## config.mk

```make
export PLATFORM = sky130hd
export DESIGN_NAME = l1c_axi_bridge
export DESIGN_NICKNAME = d
export VERILOG_FILES = /design/src/rtl/l1c_axi_bridge.sv
export SDC_FILE = /design/constraint.sdc
export NUM_CORES = 1
export LEC_CHECK = 0
export BUFFER_PORTS_ARGS = -buffer_cell sky130_fd_sc_hd__buf_2
export CAP_MARGIN = 20
export CORE_AREA = 2 2 115 117
export DETAILED_ROUTE_END_ITERATION = 7
export DIE_AREA = 0 0 117 119
export GPL_TIMING_DRIVEN = 0
export HOLD_SLACK_MARGIN = 0.06
export PLACE_DENSITY = 0.7
export SLEW_MARGIN = 20
export SYNTH_ARGS = -nofsm -noshare
export SYNTH_HDL_FRONTEND = slang
export SYNTH_SLANG_ARGS = --single-unit
```

## constraint.sdc

```tcl
create_clock -name clk -period 3.9 [get_ports clk]
set_input_delay 0.78 -clock clk [delete_from_list [all_inputs] [get_ports clk]]
set_output_delay 0.78 -clock clk [all_outputs]
set_load 0.005 [all_outputs]
```

## src/rtl/l1c_axi_bridge.sv

```systemverilog
// L1 cache miss/write-through responder: one cache request -> one AXI4 transaction (read burst or single-beat write).
// Latency: AR/AW+W issued 1 cycle after I_req seen in IDLE; each R beat / B response -> I_wait=0 pulse 1 cycle later.
// Backpressure: VALIDs held until READY; RREADY/BREADY asserted only while waiting for data/response; no request queuing.
// Optional feature: define L1C_BRIDGE_ERR_EN to add the sticky bus_err output (non-OKAY RRESP/BRESP).
module l1c_axi_bridge #(
  parameter int                BURST_LEN = 4,
  parameter int                ID_W      = 4,
  parameter logic [ID_W-1:0]   AXI_ID    = '0
) (
  input  logic                 clk,
  input  logic                 rst,
  // cache side
  input  logic                 I_req,
  input  logic [31:0]          I_addr,
  input  logic                 I_write,
  input  logic [31:0]          I_in,
  input  logic [2:0]           I_type,
  output logic [31:0]          I_out,
  output logic                 I_wait,
`ifdef L1C_BRIDGE_ERR_EN
  output logic                 bus_err,
`endif
  // AXI read address
  output logic [ID_W-1:0]      ARID,
  output logic [31:0]          ARADDR,
  output logic [7:0]           ARLEN,
  output logic [2:0]           ARSIZE,
  output logic [1:0]           ARBURST,
  output logic                 ARVALID,
  input  logic                 ARREADY,
  // AXI read data
  input  logic [ID_W-1:0]      RID,
  input  logic [31:0]          RDATA,
  input  logic [1:0]           RRESP,
  input  logic                 RLAST,
  input  logic                 RVALID,
  output logic                 RREADY,
  // AXI write address
  output logic [ID_W-1:0]      AWID,
  output logic [31:0]          AWADDR,
  output logic [7:0]           AWLEN,
  output logic [2:0]           AWSIZE,
  output logic [1:0]           AWBURST,
  output logic                 AWVALID,
  input  logic                 AWREADY,
  // AXI write data
  output logic [31:0]          WDATA,
  output logic [3:0]           WSTRB,
  output logic                 WLAST,
  output logic                 WVALID,
  input  logic                 WREADY,
  // AXI write response
  input  logic [ID_W-1:0]      BID,
  input  logic [1:0]           BRESP,
  input  logic                 BVALID,
  output logic                 BREADY
);

  // Cache access-type encoding (matches the cache's CACHE_* definitions)
  localparam logic [2:0] TYPE_BYTE    = 3'b000;
  localparam logic [2:0] TYPE_HWORD   = 3'b001;
  localparam logic [2:0] TYPE_WORD    = 3'b010;
  localparam logic [2:0] TYPE_BYTE_U  = 3'b100;
  localparam logic [2:0] TYPE_HWORD_U = 3'b101;

  typedef enum logic [2:0] {
    IDLE    = 3'd0,
    RD_ADDR = 3'd1,
    RD_DATA = 3'd2,
    WR_REQ  = 3'd3,
    WR_RESP = 3'd4,
    DONE    = 3'd5
  } state_t;

  state_t      state_q, state_d;
  logic        i_wait_q, i_wait_d;
  logic [31:0] i_out_q, i_out_d;
  logic        arvalid_q, arvalid_d;
  logic        rready_q, rready_d;
  logic        awvalid_q, awvalid_d;
  logic        wvalid_q, wvalid_d;
  logic        bready_q, bready_d;
  logic [31:0] addr_q, addr_d;
  logic [31:0] data_q, data_d;
  logic [2:0]  type_q, type_d;
  logic        err_q, err_d;

  // Next-state / registered-output computation for the transaction FSM
  always_comb begin
    state_d   = state_q;
    i_wait_d  = 1'b1;
    i_out_d   = i_out_q;
    arvalid_d = arvalid_q;
    rready_d  = rready_q;
    awvalid_d = awvalid_q;
    wvalid_d  = wvalid_q;
    bready_d  = bready_q;
    addr_d    = addr_q;
    data_d    = data_q;
    type_d    = type_q;
    err_d     = err_q;

    case (state_q)
      IDLE: begin
        if (I_req) begin
          addr_d = I_addr;
          data_d = I_in;
          type_d = I_type;
          if (I_write) begin
            awvalid_d = 1'b1;
            wvalid_d  = 1'b1;
            state_d   = WR_REQ;
          end else begin
            arvalid_d = 1'b1;
            state_d   = RD_ADDR;
          end
        end
      end
      RD_ADDR: begin
        if (ARREADY) begin
          arvalid_d = 1'b0;
          rready_d  = 1'b1;
          state_d   = RD_DATA;
        end
      end
      RD_DATA: begin
        if (RVALID) begin
          i_out_d  = RDATA;
          i_wait_d = 1'b0;
          // RLAST, not a beat count, closes the burst
          if (RLAST) begin
            rready_d = 1'b0;
            state_d  = DONE;
          end
        end
      end
      WR_REQ: begin
        // AW and W complete independently; leave once neither is outstanding
        if (awvalid_q && AWREADY) awvalid_d = 1'b0;
        if (wvalid_q && WREADY)   wvalid_d  = 1'b0;
        if ((!awvalid_q || AWREADY) && (!wvalid_q || WREADY)) begin
          bready_d = 1'b1;
          state_d  = WR_RESP;
        end
      end
      WR_RESP: begin
        if (BVALID) begin
          bready_d = 1'b0;
          i_wait_d = 1'b0;
          state_d  = DONE;
        end
      end
      DONE: begin
        // cache is still holding I_req while it consumes the final pulse
        state_d = IDLE;
      end
      default: state_d = IDLE;
    endcase

`ifdef L1C_BRIDGE_ERR_EN
    if ((rready_q && RVALID && (RRESP != 2'b00)) ||
        (bready_q && BVALID && (BRESP != 2'b00)))
      err_d = 1'b1;
`endif
  end

  // State and output registers; reset abandons any AXI transaction in flight
  always_ff @(posedge clk or posedge rst) begin
    if (rst) begin
      state_q   <= IDLE;
      i_wait_q  <= 1'b1;
      i_out_q   <= '0;
      arvalid_q <= 1'b0;
      rready_q  <= 1'b0;
      awvalid_q <= 1'b0;
      wvalid_q  <= 1'b0;
      bready_q  <= 1'b0;
      addr_q    <= '0;
      data_q    <= '0;
      type_q    <= '0;
      err_q     <= 1'b0;
    end else begin
      state_q   <= state_d;
      i_wait_q  <= i_wait_d;
      i_out_q   <= i_out_d;
      arvalid_q <= arvalid_d;
      rready_q  <= rready_d;
      awvalid_q <= awvalid_d;
      wvalid_q  <= wvalid_d;
      bready_q  <= bready_d;
      addr_q    <= addr_d;
      data_q    <= data_d;
      type_q    <= type_d;
      err_q     <= err_d;
    end
  end

  // Byte-lane strobes from the latched access type and low address bits
  always_comb begin
    case (type_q)
      TYPE_WORD:                 WSTRB = 4'b1111;
      TYPE_HWORD, TYPE_HWORD_U:  WSTRB = 4'b0011 << {addr_q[1], 1'b0};
      TYPE_BYTE, TYPE_BYTE_U:    WSTRB = 4'b0001 << addr_q[1:0];
      default:                   WSTRB = 4'b0000;
    endcase
  end

  assign I_out   = i_out_q;
  assign I_wait  = i_wait_q;

  assign ARID    = AXI_ID;
  assign ARADDR  = addr_q;
  assign ARLEN   = 8'(BURST_LEN - 1);
  assign ARSIZE  = 3'b010;
  assign ARBURST = 2'b01;
  assign ARVALID = arvalid_q;
  assign RREADY  = rready_q;

  assign AWID    = AXI_ID;
  assign AWADDR  = addr_q;
  assign AWLEN   = 8'd0;
  assign AWSIZE  = 3'b010;
  assign AWBURST = 2'b01;
  assign AWVALID = awvalid_q;
  assign WDATA   = data_q;
  assign WLAST   = 1'b1;
  assign WVALID  = wvalid_q;
  assign BREADY  = bready_q;

`ifdef L1C_BRIDGE_ERR_EN
  assign bus_err = err_q;
  logic unused_ids;
  assign unused_ids = ^{RID, BID};
`else
  // response codes and IDs are not inspected without the error feature
  logic unused_resp;
  assign unused_resp = ^{RID, BID, RRESP, BRESP, err_q};
`endif

endmodule

```

==> summary.md, run 1 <==
| Metric | Value |
|---|---|
| Worst hold path class | in -> async |
| Initial core utilization | 37.20% |
| Critical path type | reg -> out |
| Max Freq | 0.4295 GHz |
| Final Critical Period | 2.329 ns |
| Main synth FF type | dfrtp_1 |
| Top cells by count, synth | dfrtp_1, mux2_2, buf_4, mux2_1, o21ai_0 |
| Reg power frac | 38.7% |
| Post-layout util | 52.11% |
| Crit path arrival time | 1.55 ns |
| Leakage | 3.482 nW |
| ANT cells | 0 |
| Clock power share | 17.9% |
| Unique masters post-synth | 40 |
| CTS HTree Levels | 3 |
| Synth top area cells | dfrtp_1, mux2_2, buf_4 |
| Sw frac | 30.89% |
| Final setup TNS | 0 ns |
| Fin worst setup slack | 1.571 ns |
| Avg WL per Cell | 13.38 um |
| Worst setup SP type | flip-flop |
| Site row count | 42 |
| WP data required | 3.12 ns |
| Slowest stage cell, crit path | or3b_2 |
| Vias | 3,498 |
| HPWL after DPL | 8673 um |
| Clock transition at path regs | 0.07 ns |
| Logic pwr share | 43.4% |
| Yosys warns | 0 |
| Crit-path cells | or3b_2 > o31ai_1 > buf_2 |
| Cts repair resizes | 0 |
| Multi-input gate area | 1592 um^2 |
| Chip height | 119 um |
| Clk buf depth | 2 |
| EDFF count, synth | 0 |
| Post-layout net count | 754 |
| Root buf cell | clkbuf_16 |
| Final Skew | 0.005588 ns |
| Die width | 117 um |
| Post-synth ARST share | 100.0% |
| Area Growth Syn to Fin | 40.07% |
| Layout Cells excl Fill | 814 |
| Drt total wl | 10,890 um |
| Global-route wire length before repair | 16,950 um |
| Post-CTS setup repair buffer count | 0 |
| DRT iter0 DRCs | 67 |
| Yosys top cell by area | dfrtp_1 |
| Critical-path maximum fanout | 4 |
| Power Dens Cells | 783.0 nW/um^2 |
| Final setup viols | 0 |
| Design Area, Final | 6709 um^2 |
| Crit end category | primary output |
| Antenna violation net count after detailed routing | 0 |
| Initial antenna violation count | 0 |
| Top Ports | 294 |
| Status | finished clean |
| TritonRoute pass-1 iters | 4 |
| Register Area | 2704 um^2 |
| Synthesized area | 4790 um^2 |
| Largest net degree at the start of global routing | 64 |
| Share of the synthesized area in the top cell type | 55.90% |
| Number of global-route vias before repair | 3,479 |
| Share of cells above drive strength 1 | 69.75% |
| Detailed-route DRC error count | 0 |
| Number of fill cells in the layout | 1,132 |
| P_int | 3.630 mW |
| Most frequent cell after synthesis | dfrtp_1 |
| Total global routing overflow | 0 |
| Die ar. | 13,920 um^2 |
| Max stage delay on crit path | 0.52 ns |
| Total clock sinks | 108 |
| Net switching power | 1.623 mW |
| Hold-fix buffers, CTS | 0 |
| Max Cap Viol | 0 |
| Overall global routing resource usage | 15.66% |
| Placed cell count | 798 |
| GPL Wtd Cong | 0.7130 |
| Period utilization | 59.71% |
| CTS tree | built |
| Cell Area, Placed | 6397 um^2 |
| Place WS | 1.640 ns |
| Post-synthesis sequential element count | 108 |
| Final Hold Viols | 0 |
| Peak supply drop | 0.0003449 V |
| Core Area | 12,870 um^2 |
| Number of port buffers | 246 |
| CTS buffer count | 9 |
| Sequential share of the synthesized area | 56.45% |
| Synth Area per Inst | 14.00 um^2 |
| Syn Inst Count | 342 |
| Final Max Slew Viols | 0 |
| RSZ-0062 raised after global routing | no |
| Via density | 4.297 |
| Clock Latency Late Sink | 0.35 ns |
-- worst paths after layout --
kind	cells past startpoint	from	slack (ns)	to
max	3	type_q[0]$_DFFE_PP0P_	1.57	WSTRB[1]
min	2	rst	0.45	ARADDR[8]$_DFFE_PP0P_
max reg2reg	7	state_q[1]$_DFFE_PP0P_	1.93	type_q[1]$_DFFE_PP0P_
min reg2reg	1	WDATA[0]$_DFFE_PP0P_	0.48	WDATA[0]$_DFFE_PP0P_
max in group asynchronous	3	rst	2.77	I_wait$_DFF_PP1_
min in group clk	1	WDATA[0]$_DFFE_PP0P_	0.48	WDATA[0]$_DFFE_PP0P_
-- critical path, delay by kind of cell, from the launching register on --
kind / cells / cell delay, ns
compound gates: 1 / 0.11
buf+inv: 1 / 0.18
flops: 1 / 0.40
simple gates: 1 / 0.52
-- layout by cell type (no fill, tap or decap), drive strengths merged, types with 2 or more instances in the layout --
| cell | count |
|---|---|
| nand2 | 6 |
| clkbuf | 12 |
| nand2b | 2 |
| or4b | 2 |
| nand3 | 2 |
| nor4 | 2 |
| conb | 35 |
| buf | 326 |
| mux2 | 100 |
| clkinvlp | 2 |
| and2b | 2 |
| a31oi | 2 |
| nor2 | 5 |
| dfrtp | 107 |
| a22o | 2 |
| o31ai | 2 |
| o21ai | 6 |
| inv | 6 |
| a21oi | 2 |
| nor2b | 2 |
-- power groups by stage --
stage                     Sequential (mW)  Combinational [mW]  Clock [mW]
after global placement               2.02                2.26           0
after CTS                            2.04                2.32       0.971
after detailed placement             2.06                2.32           0
after global routing                 2.12                2.51        1.02
after floorplan                      2.08                1.27           0
final                                2.03                2.28       0.939
-- metal layers --
metal  track usage [%]  wire (um)  up-vias
li1                  -          -     1657
met1             16.90       4020     1676
met2             28.68       5884      152
met3             3.766        788       13
met4             6.544        195        0
met5                 0          0        -
-- per-stage QoR --
step                      power, mW  hold WS, ns
final                         5.253       0.4463
after CTS                     5.340       0.4506
after global routing          5.650       0.4759
after detailed placement      4.379       0.4738
after floorplan               3.344       0.4734
after global placement        4.277       0.4663
-- layout make-up --
class / count / share of cell area, %
Tap cell: 176 / 3.282
Buffer: 80 / 8.933
Inverter: 5 / 0.3543
Clock inverter: 5 / 0.8765
Multi-Input combinational cell: 182 / 23.72
Timing Repair Buffer: 247 / 18.76
Clock buffer: 11 / 3.767
Sequential cell: 108 / 40.30
-- cell families (layout without fill, tap and decap cells) --
group / Yosys count / in the layout / share of synthesized area, %
DFF: 108 / 108 / 56.45
other: 2 / 35 / 0.1568
and+or+nand+nor: 28 / 28 / 3.997
AOI/OAI and AO/OA: 18 / 18 / 2.691
muxes: 101 / 101 / 23.80
buffers and inverters: 85 / 348 / 12.90
-- state kept, by name, indices dropped and copies added (netlist names) --
register	flops
I_out	32
type_q	3
WDATA	32
ARVALID	1
RREADY	1
ARADDR	32
state_q	3
BREADY	1
AWVALID	1
WVALID	1
I_wait	1
No activity file was read; power rests on OpenSTA's default activity.
==> inputs of run 2 (changes only) <==
Settings changed: ABC_AREA set to 1, CORE_AREA 2 2 115 117 to 2 2 113 115, DIE_AREA 0 0 117 119 to 0 0 115 117, PLACE_DENSITY 0.7 to 0.74.
Clock period 3.9 ns to 2.3 ns, I/O delays scaled along.
==> summary.md, run 2 <==
| Metric | Value |
|---|---|
| Status | finished clean |
| Vias | 4,740 |
| Area Growth Syn to Fin | 37.91% |
| HPWL after DPL | 10,310 um |
| Overall global routing resource usage | 19.59% |
| CTS buffer count | 9 |
| Final Max Slew Viols | 0 |
| Sw frac | 36.75% |
| DR top layer | met4 |
| Top Ports | 294 |
| Core Area | 12,310 um^2 |
| Number of fill cells in the layout | 1,138 |
| Max stage delay on crit path | 0.42 ns |
| EDFF count, synth | 0 |
| Sequential share of the synthesized area | 53.89% |
| Number of global-route vias before repair | 4,269 |
| Number of port buffers | 245 |
| Crit path arrival time | 1.30 ns |
| Detailed-route DRC error count | 0 |
| Met3 wire len | 1242 um |
| Clk buf depth | 2 |
| Delay-heaviest family, CP | simple AND/OR/NAND/NOR gates |
| Final setup viols | 0 |
| Worst hold path class | in -> async |
| Post-CTS setup repair buffer count | 0 |
| Synth Area per Inst | 8.490 um^2 |
| Hold-fix buffers, CTS | 0 |
| Crit-path cells | nor2_1 > nand3_1 > nand3_1 > buf_2 |
| Design Area, Final | 6919 um^2 |
| Post-synth ARST share | 100.0% |
| Worst reg2reg path depth | 5 |
| Post-layout net count | 1,004 |
| TritonRoute pass-1 iters | 4 |
| Clock Latency Late Sink | 0.34 ns |
| Drt total wl | 13,470 um |
| Final Critical Period | 1.763 ns |
| Die ar. | 13,460 um^2 |
| Most common cell after layout, fill and taps aside | buf_2 |
| Final Skew | 0.005211 ns |
| Critical-path maximum fanout | 4 |
| RSZ-0062 raised after global routing | no |
| Logic pwr share | 43.6% |
| Synth top area cells | dfrtp_1, nand2_1, buf_4 |
| Final Hold Viols | 0 |
| Max Freq | 0.5671 GHz |
| Yosys top cell by area | dfrtp_1 |
| Clock transition at path regs | 0.07 ns |
| Leakage | 4.077 nW |
| Cell Area, Placed | 6619 um^2 |
| Final setup TNS | 0 ns |
| Crit path from | type_q[0]$_DFFE_PP0P_ |
| Share of cells above drive strength 1 | 39.19% |
| Power Dens Cells | 1256 nW/um^2 |
| Slowest stage cell, crit path | dfrtp_1 |
| Initial core utilization | 40.75% |
| Via density | 4.562 |
| Most frequent CP cell | nand3_1 |
| Syn Inst Count | 591 |
| WP data required | 1.84 ns |
| Final total power | 8.688 mW |
| Antenna violation net count after detailed routing | 0 |
| Worst reg2reg path startpoint | state_q[1]$_DFFE_PP0P_ |
| Peak supply drop | 0.0006447 V |
| Max Cap Viol | 0 |
| Commonest non-fill, non-tap cells in the layout | buf_2, nand2_1, dfrtp_1 |
| Post-synthesis sequential element count | 108 |
| Total global routing overflow | 0 |
| Post-layout util | 56.20% |
| Root buf cell | clkbuf_16 |
| Main synth FF type | dfrtp_1 |
| CTS tree | built |
| CP Buf/Inv Count | 1 |
| GPL Wtd Cong | 0.8082 |
| M1 WL | 5560 um |
| Worst-margin pin slew | 0.6580 ns |
| DRT iter0 DRCs | 194 |
| Net switching power | 3.193 mW |
| Avg WL per Cell | 12.96 um |
| Unique masters post-synth | 20 |
| Synthesized area | 5017 um^2 |
| Worst setup SP type | flip-flop |
| Period utilization | 76.66% |
| P_int | 5.495 mW |
| Fin Hold WS | 0.2058 ns |
| Total clock sinks | 108 |
| Chip height | 117 um |
| Die width | 115 um |
| Slew HR | 56.04% |
| CTS HTree Levels | 3 |
| Clock power share | 18.1% |
| WL met2 | 6437 um |
| Initial antenna violation count | 1 |
| Critical path type | reg -> out |
| Yosys warns | 0 |
| CP Depth | 4 |
| Crit end category | primary output |
| Top cells by count, synth | nand2_1, dfrtp_1, buf_4, o21ai_0, nand3_1 |
| Site row count | 41 |
| Reg power frac | 38.4% |
| Largest net degree at the start of global routing | 33 |
| Global-route wire length before repair | 20,640 um |
| Cts repair resizes | 0 |
| Share of the synthesized area in the top cell type | 53.37% |
| Most frequent cell after synthesis | nand2_1 |
## run 2: cell count changes after synthesis, sizes merged, moves of 3 or more
cell and change:
mux2 -100, nor2 +3, nand2 +219, nand3 +52, inv +14, o21ai +67
clkbuf +15
## run 2: through the flow
step / instances / setup WS [ns]
final: 1039 / 0.5367
after global routing: 1038 / 0.4264
after CTS: 1038 / 0.5325
after detailed placement: 1022 / 0.4397
after global placement: 1019 / -0.2001
after floorplan: 624 / 0.5393
## run 2: area by class of cell
cell class / instances / area, um^2 / area share (%)
clock inverters: 1 / 30.03 / 0.4340
diodes: 1 / 2.502 / 0.03617
well taps: 150 / 187.7 / 2.712
flip-flops and latches: 108 / 2704 / 39.08
inverters: 20 / 78.83 / 1.139
plain buffers: 97 / 653.1 / 9.439
multi-input cells: 399 / 1709 / 24.70
clock buffers: 15 / 267.8 / 3.870
repair buffers: 248 / 1286 / 18.59
## run 2: power groups by stage
stage | clock [mW] | sequential [mW] | combinational [mW]
after global placement | 0 | 3.34 | 3.76
after detailed placement | 0 | 3.35 | 3.84
after CTS | 1.61 | 3.34 | 3.84
after global routing | 1.69 | 3.45 | 4.33
after floorplan | 0 | 3.38 | 2.05
final | 1.57 | 3.33 | 3.78
## run 2: cell families (layout without fill, tap and decap cells)
kind of cell / count (synthesis) / count (layout) / share of synthesized area [%]
AOI/OAI and AO/OA: 74 / 74 / 7.381
buffers and inverters: 117 / 381 / 14.51
DFF: 108 / 108 / 53.89
other: 2 / 36 / 0.1497
and+or+nand+nor: 290 / 290 / 24.06
## run 2: worst paths after layout
kind | to | slack [ns]
max in group asynchronous | I_wait$_DFF_PP1_ | 1.49
worst max register to register | WDATA[26]$_DFFE_PP0P_ | 0.72
worst min-delay path | I_out[18]$_DFFE_PP0P_ | 0.21
worst min register to register | I_out[18]$_DFFE_PP0P_ | 0.47
min in group clk | ARADDR[4]$_DFFE_PP0P_ | 0.31
worst max-delay path | WSTRB[3] | 0.54
## run 2: routing by layer
metal	vias to the layer above	track usage (%)
li1	2356	-
met1	2152	24.12
met2	213	32.71
met3	19	5.561
met4	0	7.871
met5	-	0
==> inputs of run 3 (changes only) <==
Clock period 2.3 ns to 1.7 ns, I/O delays scaled along.
==> summary.md, run 3 (synthesized netlist as in run 2, its figures left out) <==
| Metric | Value |
|---|---|
| Status | finished clean |
| Post-layout util | 56.23% |
| HPWL after DPL | 10,310 um |
| Root buf cell | clkbuf_16 |
| Commonest non-fill, non-tap cells in the layout | buf_2, nand2_1, dfrtp_1 |
| CTS tree | built |
| Clock Latency Late Sink | 0.34 ns |
| TritonRoute pass-1 iters | 5 |
| Top Ports | 294 |
| Placed cell count | 1,022 |
| Final Skew | 0.004978 ns |
| Crit end category | primary output |
| Max Cap Viol | 0 |
| Site row count | 41 |
| Total clock sinks | 108 |
| Reg-to-Reg End | WDATA[28]$_DFFE_PP0P_ |
| Critical path type | reg -> out |
| Global-route wire length before repair | 20,640 um |
| CTS HTree Levels | 3 |
| Final setup viols | 0 |
| Worst reg2reg path depth | 6 |
| Cell Area, Placed | 6619 um^2 |
| Initial core utilization | 40.75% |
| Drt total wl | 13,460 um |
| Reg power frac | 38.4% |
| Net switching power | 4.322 mW |
| Avg WL per Cell | 12.96 um |
| Die width | 115 um |
| Sw frac | 36.74% |
| RSZ-0062 raised after global routing | no |
| Logic pwr share | 43.6% |
| Via density | 4.572 |
| Peak supply drop | 0.0008722 V |
| Period utilization | 93.43% |
| Overall global routing resource usage | 19.59% |
| Final Critical Period | 1.588 ns |
| Final Hold Viols | 0 |
| Clk buf depth | 2 |
| WP data required | 1.36 ns |
| Detailed-route DRC error count | 0 |
| Worst reg2reg path startpoint | state_q[1]$_DFFE_PP0P_ |
| Total global routing overflow | 0 |
| Post-CTS setup repair buffer count | 0 |
| GPL Wtd Cong | 0.8082 |
| Fin Hold WS | 0.08575 ns |
| Area Growth Syn to Fin | 37.98% |
| Share of cells above drive strength 1 | 39.41% |
| Vias | 4,750 |
| Most common cell after layout, fill and taps aside | buf_2 |
| Place WS | -0.04025 ns |
| Final Max Slew Viols | 0 |
| Worst setup SP type | flip-flop |
| Power Dens Cells | 1699 nW/um^2 |
| Layout Cells excl Fill | 1,039 |
| Largest net degree at the start of global routing | 33 |
| Post-layout net count | 1,004 |
| Number of port buffers | 245 |
| Fin worst setup slack | 0.1117 ns |
| Reg2reg setup slack | 0.14 ns |
| CTS buffer count | 9 |
| Clock power share | 18.0% |
| Leakage | 4.079 nW |
| DRT iter0 DRCs | 194 |
| Hold-fix buffers, CTS | 0 |
| Critical-path maximum fanout | 4 |
| Number of global-route vias before repair | 4,269 |
| Initial antenna violation count | 1 |
| Max Freq | 0.6296 GHz |
| Worst-margin pin slew | 0.6580 ns |
| Crit path arrival time | 1.25 ns |
| Cts repair resizes | 0 |
| Worst hold path class | in -> async |
| Slew HR | 56.04% |
| Die ar. | 13,460 um^2 |
| P_int | 7.441 mW |
| Design Area, Final | 6923 um^2 |
| Antenna violation net count after detailed routing | 0 |
| Number of fill cells in the layout | 1,139 |
| Clock transition at path regs | 0.07 ns |
| Chip height | 117 um |
| Core Area | 12,310 um^2 |
## run 3: cell counts in the layout (fill, tap and decap cells not counted)
Identical to the previous run, type by type.
## run 3: per-layer routing
metal	wire [um]	GRT usage, %	vias up	part of all wire (%)
met2	6426	32.71	211	48
met3	1230	5.561	19	9.1
met5	0	0	-	0
met4	228	7.871	0	1.7
met1	5577	24.12	2164	41
li1	-	-	2356	-
## run 3: how the worst max path moves through the flow
stage                                start               endpoint  slack, ns  cells past startpoint
global route        state_q[1]$_DFFE_PP0P_  WDATA[14]$_DFFE_PP0P_      0.005                      5
CTS                  type_q[0]$_DFFE_PP0P_               WSTRB[3]       0.05                      4
finish               type_q[0]$_DFFE_PP0P_               WSTRB[3]       0.11                      4
global placement                       rst  type_q[1]$_DFFE_PP0P_      -0.68                      2
floorplan                              rst  ARADDR[0]$_DFFE_PP0P_       0.06                      1
detailed placement                   I_req  WDATA[28]$_DFFE_PP0P_      -0.04                      6
## run 3: power by group through the flow
| stage | Clock [mW] | Combinational (mW) | Sequential, mW |
|---|---|---|---|
| floorplan | 0 | 2.78 | 4.57 |
| global placement | 0 | 5.09 | 4.51 |
| detailed placement | 0 | 5.20 | 4.53 |
| CTS | 2.17 | 5.20 | 4.51 |
| global route | 2.28 | 5.87 | 4.67 |
| finish | 2.12 | 5.13 | 4.51 |
## run 3: stage by stage
step | power [mW] | TNS, ns
after global routing | 12.82 | 0
after global placement | 9.602 | -72.27
after detailed placement | 9.731 | -0.1474
after CTS | 11.89 | 0
final | 11.76 | 0
after floorplan | 7.342 | 0
## run 3: cell type report
cell class	instances	area (um^2)	share of cell area (%)
buffer	97	654.4	9.452
tap	150	187.7	2.711
antenna	1	2.502	0.03615
clock buffer	15	267.8	3.868
clock inverter	1	30.03	0.4338
timing repair buffer	248	1286	18.58
sequential	108	2704	39.06
inverter	20	78.83	1.139
multi-input combinational	399	1712	24.72
## run 3: worst max-delay path: stages, from the launching register on
cell     delay [ns]
dfrtp_1        0.43
nor2_2         0.18
nand3_1        0.10
nand3_1        0.08
buf_2          0.11
